<file path="src/rtl/bumpy_pkg.sv">
// Shared types for the Bumpy sprite control path.
// Holds the state encoding consumed by the motion block, the collision
// bundle layout and the frame counter width.
package bumpy_pkg;

  // Width of the per-state frame counter
  localparam int unsigned CNT_W = 8;

  // Sprite state, shared with the downstream motion block
  typedef enum logic [3:0] {
    Sreset             = 4'd0,
    Sidle              = 4'd1,
    Sleft              = 4'd2,
    Sright             = 4'd3,
    Sdown              = 4'd4,
    Sup                = 4'd5,
    Sdie               = 4'd6,
    Sbounce_from_left  = 4'd7,
    Sbounce_from_right = 4'd8,
    Sbounce_from_top   = 4'd9
  } bumpy_state_t;

  // One bit per collision source
  typedef struct packed {
    logic hazard;
    logic top;
    logic right;
    logic left;
  } bumpy_col_t;

  // Codes 10..15 are not states and force a return to Sreset
  function automatic logic is_legal_state(input logic [3:0] s);
    return (s <= 4'd9);
  endfunction

endpackage

</file>
<file path="src/rtl/bumpy_col_latch.sv">
// Sticky collision latches for the Bumpy control FSM.
// Each collision pulse is remembered until the next frame tick. The output
// is the latch ORed with the live input, so a pulse arriving on the tick
// cycle itself is seen by that tick's decision and is then discarded.
module bumpy_col_latch
  import bumpy_pkg::*;
(
  input  logic       i_clk,
  input  logic       i_resetN,
  input  logic       i_tick,
  input  bumpy_col_t i_col,
  output bumpy_col_t o_col_eff
);

  bumpy_col_t r_lat;

  // Set on any pulse, cleared on reset and on every frame tick
  always_ff @(posedge i_clk) begin
    if (!i_resetN) begin
      r_lat <= '0;
    end else if (i_tick) begin
      r_lat <= '0;
    end else begin
      r_lat <= r_lat | i_col;
    end
  end

  // Decision view: remembered pulses plus anything arriving right now
  always_comb begin
    o_col_eff = r_lat | i_col;
  end

endmodule

</file>
<file path="src/rtl/bumpy_state_ctrl.sv">
// Per-frame control FSM for the Bumpy player sprite.
// Re-evaluates the sprite state once per startOfFrame tick from the keys and
// the latched collisions, and emits die_pulse on entry to Sdie.
// Optional build macro: BUMPY_KEY_DEBOUNCE_EN (keys must be held for two
// consecutive ticks before they count).
module bumpy_state_ctrl
  import bumpy_pkg::*;
#(
  parameter int unsigned RESET_FRAMES  = 2,
  parameter int unsigned BOUNCE_FRAMES = 8,
  parameter int unsigned DIE_FRAMES    = 30
) (
  input  logic         clk,
  input  logic         resetN,
  input  logic         startOfFrame,
  input  logic         key_left,
  input  logic         key_right,
  input  logic         key_up,
  input  logic         key_down,
  input  logic         col_left,
  input  logic         col_right,
  input  logic         col_top,
  input  logic         col_hazard,
  output bumpy_state_t state,
  output logic         die_pulse
);

  // Counter value seen on the last tick of each timed state
  localparam logic [CNT_W-1:0] RESET_LAST  = CNT_W'(RESET_FRAMES - 1);
  localparam logic [CNT_W-1:0] BOUNCE_LAST = CNT_W'(BOUNCE_FRAMES - 1);
  localparam logic [CNT_W-1:0] DIE_LAST    = CNT_W'(DIE_FRAMES - 1);

  bumpy_state_t     r_state;
  logic [CNT_W-1:0] r_cnt;
  logic             r_die_pulse;

  bumpy_state_t     w_next;
  bumpy_col_t       w_col_live;
  bumpy_col_t       w_col_eff;
  logic [3:0]       w_key_raw;
  logic [3:0]       w_key_eff;
  logic             w_legal;

  // Key bundle order: {down, up, right, left}
  always_comb begin
    w_key_raw = {key_down, key_up, key_right, key_left};
  end

`ifdef BUMPY_KEY_DEBOUNCE_EN
  logic [3:0] r_key_prev;

  // Key history sampled on each tick; cleared by reset
  always_ff @(posedge clk) begin
    if (!resetN) begin
      r_key_prev <= '0;
    end else if (startOfFrame) begin
      r_key_prev <= w_key_raw;
    end
  end

  // A key counts only when high at this tick and the previous one
  always_comb begin
    w_key_eff = w_key_raw & r_key_prev;
  end
`else
  // Keys used exactly as sampled at the tick
  always_comb begin
    w_key_eff = w_key_raw;
  end
`endif

  // Collision bundle from the live pulse inputs
  always_comb begin
    w_col_live        = '0;
    w_col_live.left   = col_left;
    w_col_live.right  = col_right;
    w_col_live.top    = col_top;
    w_col_live.hazard = col_hazard;
  end

  bumpy_col_latch u_col_latch (
    .i_clk     (clk),
    .i_resetN  (resetN),
    .i_tick    (startOfFrame),
    .i_col     (w_col_live),
    .o_col_eff (w_col_eff)
  );

  always_comb begin
    w_legal = is_legal_state(r_state);
  end

  // Next-state decision, applied only when a frame tick arrives
  always_comb begin
    w_next = r_state;
    unique case (r_state)
      Sreset: begin
        if (r_cnt == RESET_LAST) begin
          w_next = Sidle;
        end
      end
      Sidle, Sleft, Sright, Sup, Sdown: begin
        if (w_col_eff.hazard) begin
          w_next = Sdie;
        end else if (w_col_eff.left) begin
          w_next = Sbounce_from_left;
        end else if (w_col_eff.right) begin
          w_next = Sbounce_from_right;
        end else if (w_col_eff.top) begin
          w_next = Sbounce_from_top;
        end else if (w_key_eff[0]) begin
          w_next = Sleft;
        end else if (w_key_eff[1]) begin
          w_next = Sright;
        end else if (w_key_eff[2]) begin
          w_next = Sup;
        end else if (w_key_eff[3]) begin
          w_next = Sdown;
        end else begin
          w_next = Sidle;
        end
      end
      Sbounce_from_left, Sbounce_from_right, Sbounce_from_top: begin
        if (w_col_eff.hazard) begin
          w_next = Sdie;
        end else if (r_cnt == BOUNCE_LAST) begin
          w_next = Sidle;
        end
      end
      Sdie: begin
        if (r_cnt == DIE_LAST) begin
          w_next = Sreset;
        end
      end
      default: begin
        w_next = Sreset;
      end
    endcase
  end

  // State, frame counter and die pulse; illegal codes recover without a tick
  always_ff @(posedge clk) begin
    if (!resetN) begin
      r_state     <= Sreset;
      r_cnt       <= '0;
      r_die_pulse <= 1'b0;
    end else if (!w_legal) begin
      r_state     <= Sreset;
      r_cnt       <= '0;
      r_die_pulse <= 1'b0;
    end else if (startOfFrame) begin
      r_state     <= w_next;
      r_cnt       <= (w_next != r_state) ? '0 : r_cnt + 1'b1;
      r_die_pulse <= (w_next == Sdie) && (r_state != Sdie);
    end else begin
      r_die_pulse <= 1'b0;
    end
  end

  assign state     = r_state;
  assign die_pulse = r_die_pulse;

endmodule

</file>
<file path="config.mk">
export PLATFORM = sky130hd
export DESIGN_NAME = bumpy_state_ctrl
export DESIGN_NICKNAME = d
export VERILOG_FILES = /design/src/rtl/bumpy_pkg.sv /design/src/rtl/bumpy_col_latch.sv /design/src/rtl/bumpy_state_ctrl.sv
export SDC_FILE = /design/constraint.sdc
export NUM_CORES = 1
export LEC_CHECK = 0
export CAP_MARGIN = 20
export CORE_UTILIZATION = 57
export DETAILED_ROUTE_END_ITERATION = 7
export GPL_ROUTABILITY_DRIVEN = 1
export PLACE_DENSITY = 0.83
export SYNTH_ARGS = -nofsm -noshare
export SYNTH_HDL_FRONTEND = slang
export SYNTH_HIERARCHICAL = 1
export SYNTH_SLANG_ARGS = --single-unit
export TNS_END_PERCENT = 20
</file>
<file path="constraint.sdc">
create_clock -name clk -period 4.2 [get_ports clk]
set_input_delay 0.42 -clock clk [delete_from_list [all_inputs] [get_ports clk]]
set_output_delay 0.42 -clock clk [all_outputs]
set_load 0.005 [all_outputs]
</file>
After elaboration in Yosys (flattened, before gate mapping)

Index checks and enable logic that the tools add are counted.

RAM bits: 0
Bits in latches: 0
Flip-flop bits (word level): 17
Memories kept: 0
Output and inout port bits: 5
Bits of input ports: 11
Bits in read-only memories: 0
Logic and storage cells: 47

$add $sub $neg: 1
Equal/unequal tests: 15
Shift-type cells: 0
Bitwise logic cells: 2
Multiplexer cells: 14
Magnitude comparators: 1
Divide/modulo/power cells: 0
$mul: 0
Reduce and logical (&&, ||, !) cells: 7

Operators by type and width:

| kind                  | count |
|---|---|
| $mux W4               | 8 |
| $eq A4 B3 Y1 const B  | 5 |
| $pmux W4 S4           | 1 |
| $mux W3               | 4 |
| $add A8 B1 Y8 const B | 1 |
| $eq A4 B2 Y1 const B  | 2 |
| $eq A4 B4 Y1 const B  | 2 |
| $eq A8 B1 Y1 const B  | 1 |
| $eq A8 B3 Y1 const B  | 1 |
| $eq A8 B5 Y1 const B  | 1 |
| $mux W8               | 1 |
| $reduce_or A5 Y1      | 1 |
| $eq A4 B1 Y1 const B  | 1 |
| $le A4 B4 Y1 const B  | 1 |
| $logic_not A4 Y1      | 1 |
| $ne A4 B3 Y1 const B  | 1 |
| $ne A4 B4 Y1          | 1 |
| $or A4 B4 Y4          | 1 |
| $reduce_and A3 Y1     | 1 |
| $reduce_or A3 Y1      | 1 |
| $reduce_and A2 Y1     | 1 |
| $reduce_or A2 Y1      | 1 |
| $logic_and A1 B1 Y1   | 1 |
| $not A1 Y1            | 1 |

Longest topological paths before layout

Word-level depth: 11
Mapped depth: 7
Mapped depth without buffers: 7

Hierarchy

The synthesis kept the hierarchy.

By module, submodules not included:

| module           | instances | cells an instance | area each (sq um) | seq. area each (sq um) |
|---|---|---|---|---|
| bumpy_state_ctrl | 1         | 114               | 928.4             | 260.2 |
| bumpy_col_latch  | 1         | 13                | 151.4             | 80.1 |

Worst setup path before layout

Ideal clock, no wire load.

Kind: input to register
Start point: input port col_top
End point: register r_cnt[3]
Setup time: 0.124 ns
Data required time: 4.076 ns
Stages: 7
Path buffers: 0
Slack: 1.999 ns
Arrival: 2.076 ns
Path through: or2_1 -> or4_1 -> o21a_1 -> or3_1 -> o211a_2 -> a31oi_4 -> nor3_1

Word-level cells in the longest chain between the ends: 8

RTL lines:

| what                 | line                    | source |
|---|---|---|
| from (decl)          | bumpy_state_ctrl.sv:22  | `input logic col_top,` |
| $or A4 B4 Y4         | bumpy_col_latch.sv:30   | `o_col_eff = r_lat \| i_col;` |
| $mux W4              | bumpy_state_ctrl.sv:109 | `end else if (w_col_eff.top) begin` |
| $mux W4              | bumpy_state_ctrl.sv:107 | `end else if (w_col_eff.right) begin` |
| $mux W4              | bumpy_state_ctrl.sv:105 | `end else if (w_col_eff.left) begin` |
| $mux W4              | bumpy_state_ctrl.sv:103 | `if (w_col_eff.hazard) begin` |
| $pmux W4 S4          | bumpy_state_ctrl.sv:96  | `unique case (r_state)` |
| $ne A4 B4 Y1         | bumpy_state_ctrl.sv:153 | `r_cnt <= (w_next != r_state) ? '0 : r_cnt + 1'b1;` |
| $mux W8              | bumpy_state_ctrl.sv:153 |  |
| to (signal assigned) | bumpy_state_ctrl.sv:153 |  |
| to (decl)            | bumpy_state_ctrl.sv:34  | `logic [CNT_W-1:0] r_cnt;` |

Every way passes these cells.
A chain may end at the register's enable or synchronous reset.

==> impl_metrics.yaml <==
detailed_routing:
  vias: 988
  drtIter0Drc: 30
  dr.pass1.iters: 4
  drcViolationCount: 0
  drt-vias-per-instance: 5.881
  wl_mm: 2.378
  ant_nets: 0
  avgRoutedWirePerCell_um: 14.15
global_route:
  grt_pass1_vias: 878
  grt_max_degree: 17
  grt_pass1_wl_mm: 4.029
  grt_overflow_total: 0
  antenna_found_initial: 0
  track_usage: 0.2681
synthesis:
  ys_ff_latch: 17
  avgSynthCellArea_um2: 8.502
  yosysSeqAreaShare: 0.3152
  synth_edf_count: 0
  synthArstFlopShare: 0
  synth_area_um2: 1080
  synthFlopType: "dfxtp_1"
  yosysUniqueCellTypes: 50
  synthCells: 127
  yosysWarnings: 6
  syn-num-nets: 140
clocking:
  clk_pin_slew_ns: 0.10
  post_cts_buffers: 0
  cts_made_buffers: 3
  ctsResizeCount: 0
  clockBufferDepth: 2
  ctsRootBufferMaster: "clkbuf_4"
  tritoncts: "built"
  clk_latency_ns: 0.29
  postCtsHoldBufs: 0
  clock_sinks: 17
  htreeDepth: 1
floorplanning:
  dieWidth_um: 45.53
  num_rows: 15
  dieHeight_um: 45.53
  io-pin-count: 16
  die_area_um2: 2073
  start_util: 0.6186
  core_area_um2: 1745
setup_path:
  endpoint_kind: "flip-flop"
  r2r-start: "u_col_latch/r_lat[2]"
  crit_arrival_ns: 2.62
  startpoint: "col_top"
  cp_max_fo: 6
  worst_setup_path_start_kind: "primary input"
  timing.critical_path.to: "r_cnt[6]"
  path_class: "primary input to flip-flop"
  r2r_slack_ns: 1.99
  crit_chain: "clkdlybuf4s50_1 > or2_1 > or4_1 > o21a_1 > or3_1 > o211a_2 > a31oi_4 > nor3_1"
  cp.required_ns: 4.37
  r2r_cells: 7
  reg2reg_to: "r_cnt[6]"
  max_stage_delay_ns: 0.55
  slowest_stage: "or4_1"
  path_delay_family: "simple AND/OR/NAND/NOR gates"
  cp_num_buf_inv: 1
  path_depth: 8
layout:
  final_cell_mix: "dfxtp_1, nor2_1, clkdlybuf4s50_1"
  drive_above_1_share: 0.1049
  diodes: 0
  final_common_cell: "dfxtp_1"
  area_growth_syn_to_layout_pct: 17.96
  nets: 157
hold_path:
  hp-class: "flip-flop to flip-flop"
  hold_depth: 2
place:
  gp_congestion: 0.9611
  place_ws_ns: 1.452
  place_hpwl_mm: 1.807
  port_buffers: 15
timing:
  worst_slew_pin_slew_ns: 0.5566
  setup_viol: 0
  fin_tns_setup_ns: 0
  rsz0062_at_grt: "no"
  finalHoldViolCount: 0
  clock_skew_ns: 0.009485
  fin_crit_sh: 0.5815
  min_period_ns: 2.442
  max_clock_freq_mhz: 409.4
  fin_ws_ns: 1.758
  relSlewSlack: 0.6278
  drv_slew: 0
  hold_ws_ns: 0.4959
pwr:
  p_leak_nw: 0.4526
  peakVddDrop_v: 0.0002527
  power.density_nw_per_um2: 288.9
run_status:
  status: "completed"
flow_run:
  cap_violations: 0
-- routing by layer --
metal	routed length, um	global-route usage	up-vias
met5	0	0	-
met3	89	0.03968	2
met2	1186	0.4400	24
met4	24	0.1030	0
met1	1077	0.3502	460
li1	-	-	502
-- kinds of logic after synthesis --
| logic type | synth area share |
|---|---|
| buffers and inverters | 0.02317 |
| DFF | 0.3152 |
| adders and majority gates | 0.02317 |
| AOI/OAI and AO/OA | 0.2329 |
| xor gates and xnor gates | 0.04867 |
| and+or+nand+nor | 0.3569 |
-- cell usage after synthesis (all sizes together), types with 2 or more instances --
library cell / instances / area share
a211oi: 3 / 0.021
a21oi: 3 / 0.014
a31oi: 2 / 0.025
and2: 2 / 0.012
and3: 3 / 0.017
buf: 2 / 0.0093
dfxtp: 17 / 0.32
ha: 2 / 0.023
inv: 3 / 0.010
nand2: 9 / 0.031
nand2b: 2 / 0.019
nand3: 2 / 0.0093
nand4: 4 / 0.023
nor2: 15 / 0.052
nor2b: 4 / 0.030
nor3: 7 / 0.032
o211ai: 2 / 0.019
o21ai: 8 / 0.051
o21bai: 2 / 0.014
o31ai: 3 / 0.021
or2: 6 / 0.037
or3: 2 / 0.012
xnor2: 2 / 0.016
xor2: 4 / 0.032
-- state kept, by name (all words and copies together) (netlist names) --
register and flops:
u_col_latch/r_lat 4, die_pulse 1, r_cnt 8, state 4
-- area by class of cell --
| type | instances | area (um^2) |
|---|---|---|
| repair buffers | 15 | 150.1 |
| fillers | 153 | 471.7 |
| flip-flops and latches | 17 | 340.3 |
| well taps | 25 | 31.28 |
| clock buffers | 4 | 26.28 |
| inverters | 3 | 11.26 |
| multi-input cells | 104 | 714.4 |
-- how the worst min path moves through the flow --
stage	start	endpoint	slack (ns)
3_3_place_gp	r_cnt[1]	r_cnt[1]	0.48
5_1_grt	r_cnt[1]	r_cnt[1]	0.52
6_report	r_cnt[1]	r_cnt[1]	0.50
2_1_floorplan	r_cnt[1]	r_cnt[1]	0.46
3_5_place_dp	r_cnt[1]	r_cnt[1]	0.48
4_1_cts	r_cnt[1]	r_cnt[1]	0.50
-- through the flow --
step	instance area, um^2	utilization	std cells	power [W]
6_report	1274	0.7297	168	0.0003680
5_1_grt	1274	0.7297	168	0.0003891
2_1_floorplan	1080	-	127	0.0002489
3_5_place_dp	1247	0.7147	164	0.0002811
3_3_place_gp	1247	0.7147	164	0.0002788
4_1_cts	1274	0.7297	168	0.0003684
-- worst min-delay path, cell delays in order, from the launching register on --
cell and delay (ns):
dfxtp_1 0.35, nand2_1 0.06, o31ai_1 0.05
-- power breakdown --
group	total [W]	internal [W]	leakage (nW)	switching, W
Clock	0.0000886	0.0000370	0.0150	0.0000516
Sequential	0.000178	0.000168	0.138	0.0000100
Combinational	0.000102	0.0000481	0.299	0.0000536
Total	0.000368	0.000253	0.453	0.000115
No activity file was read; power rests on OpenSTA's default activity.
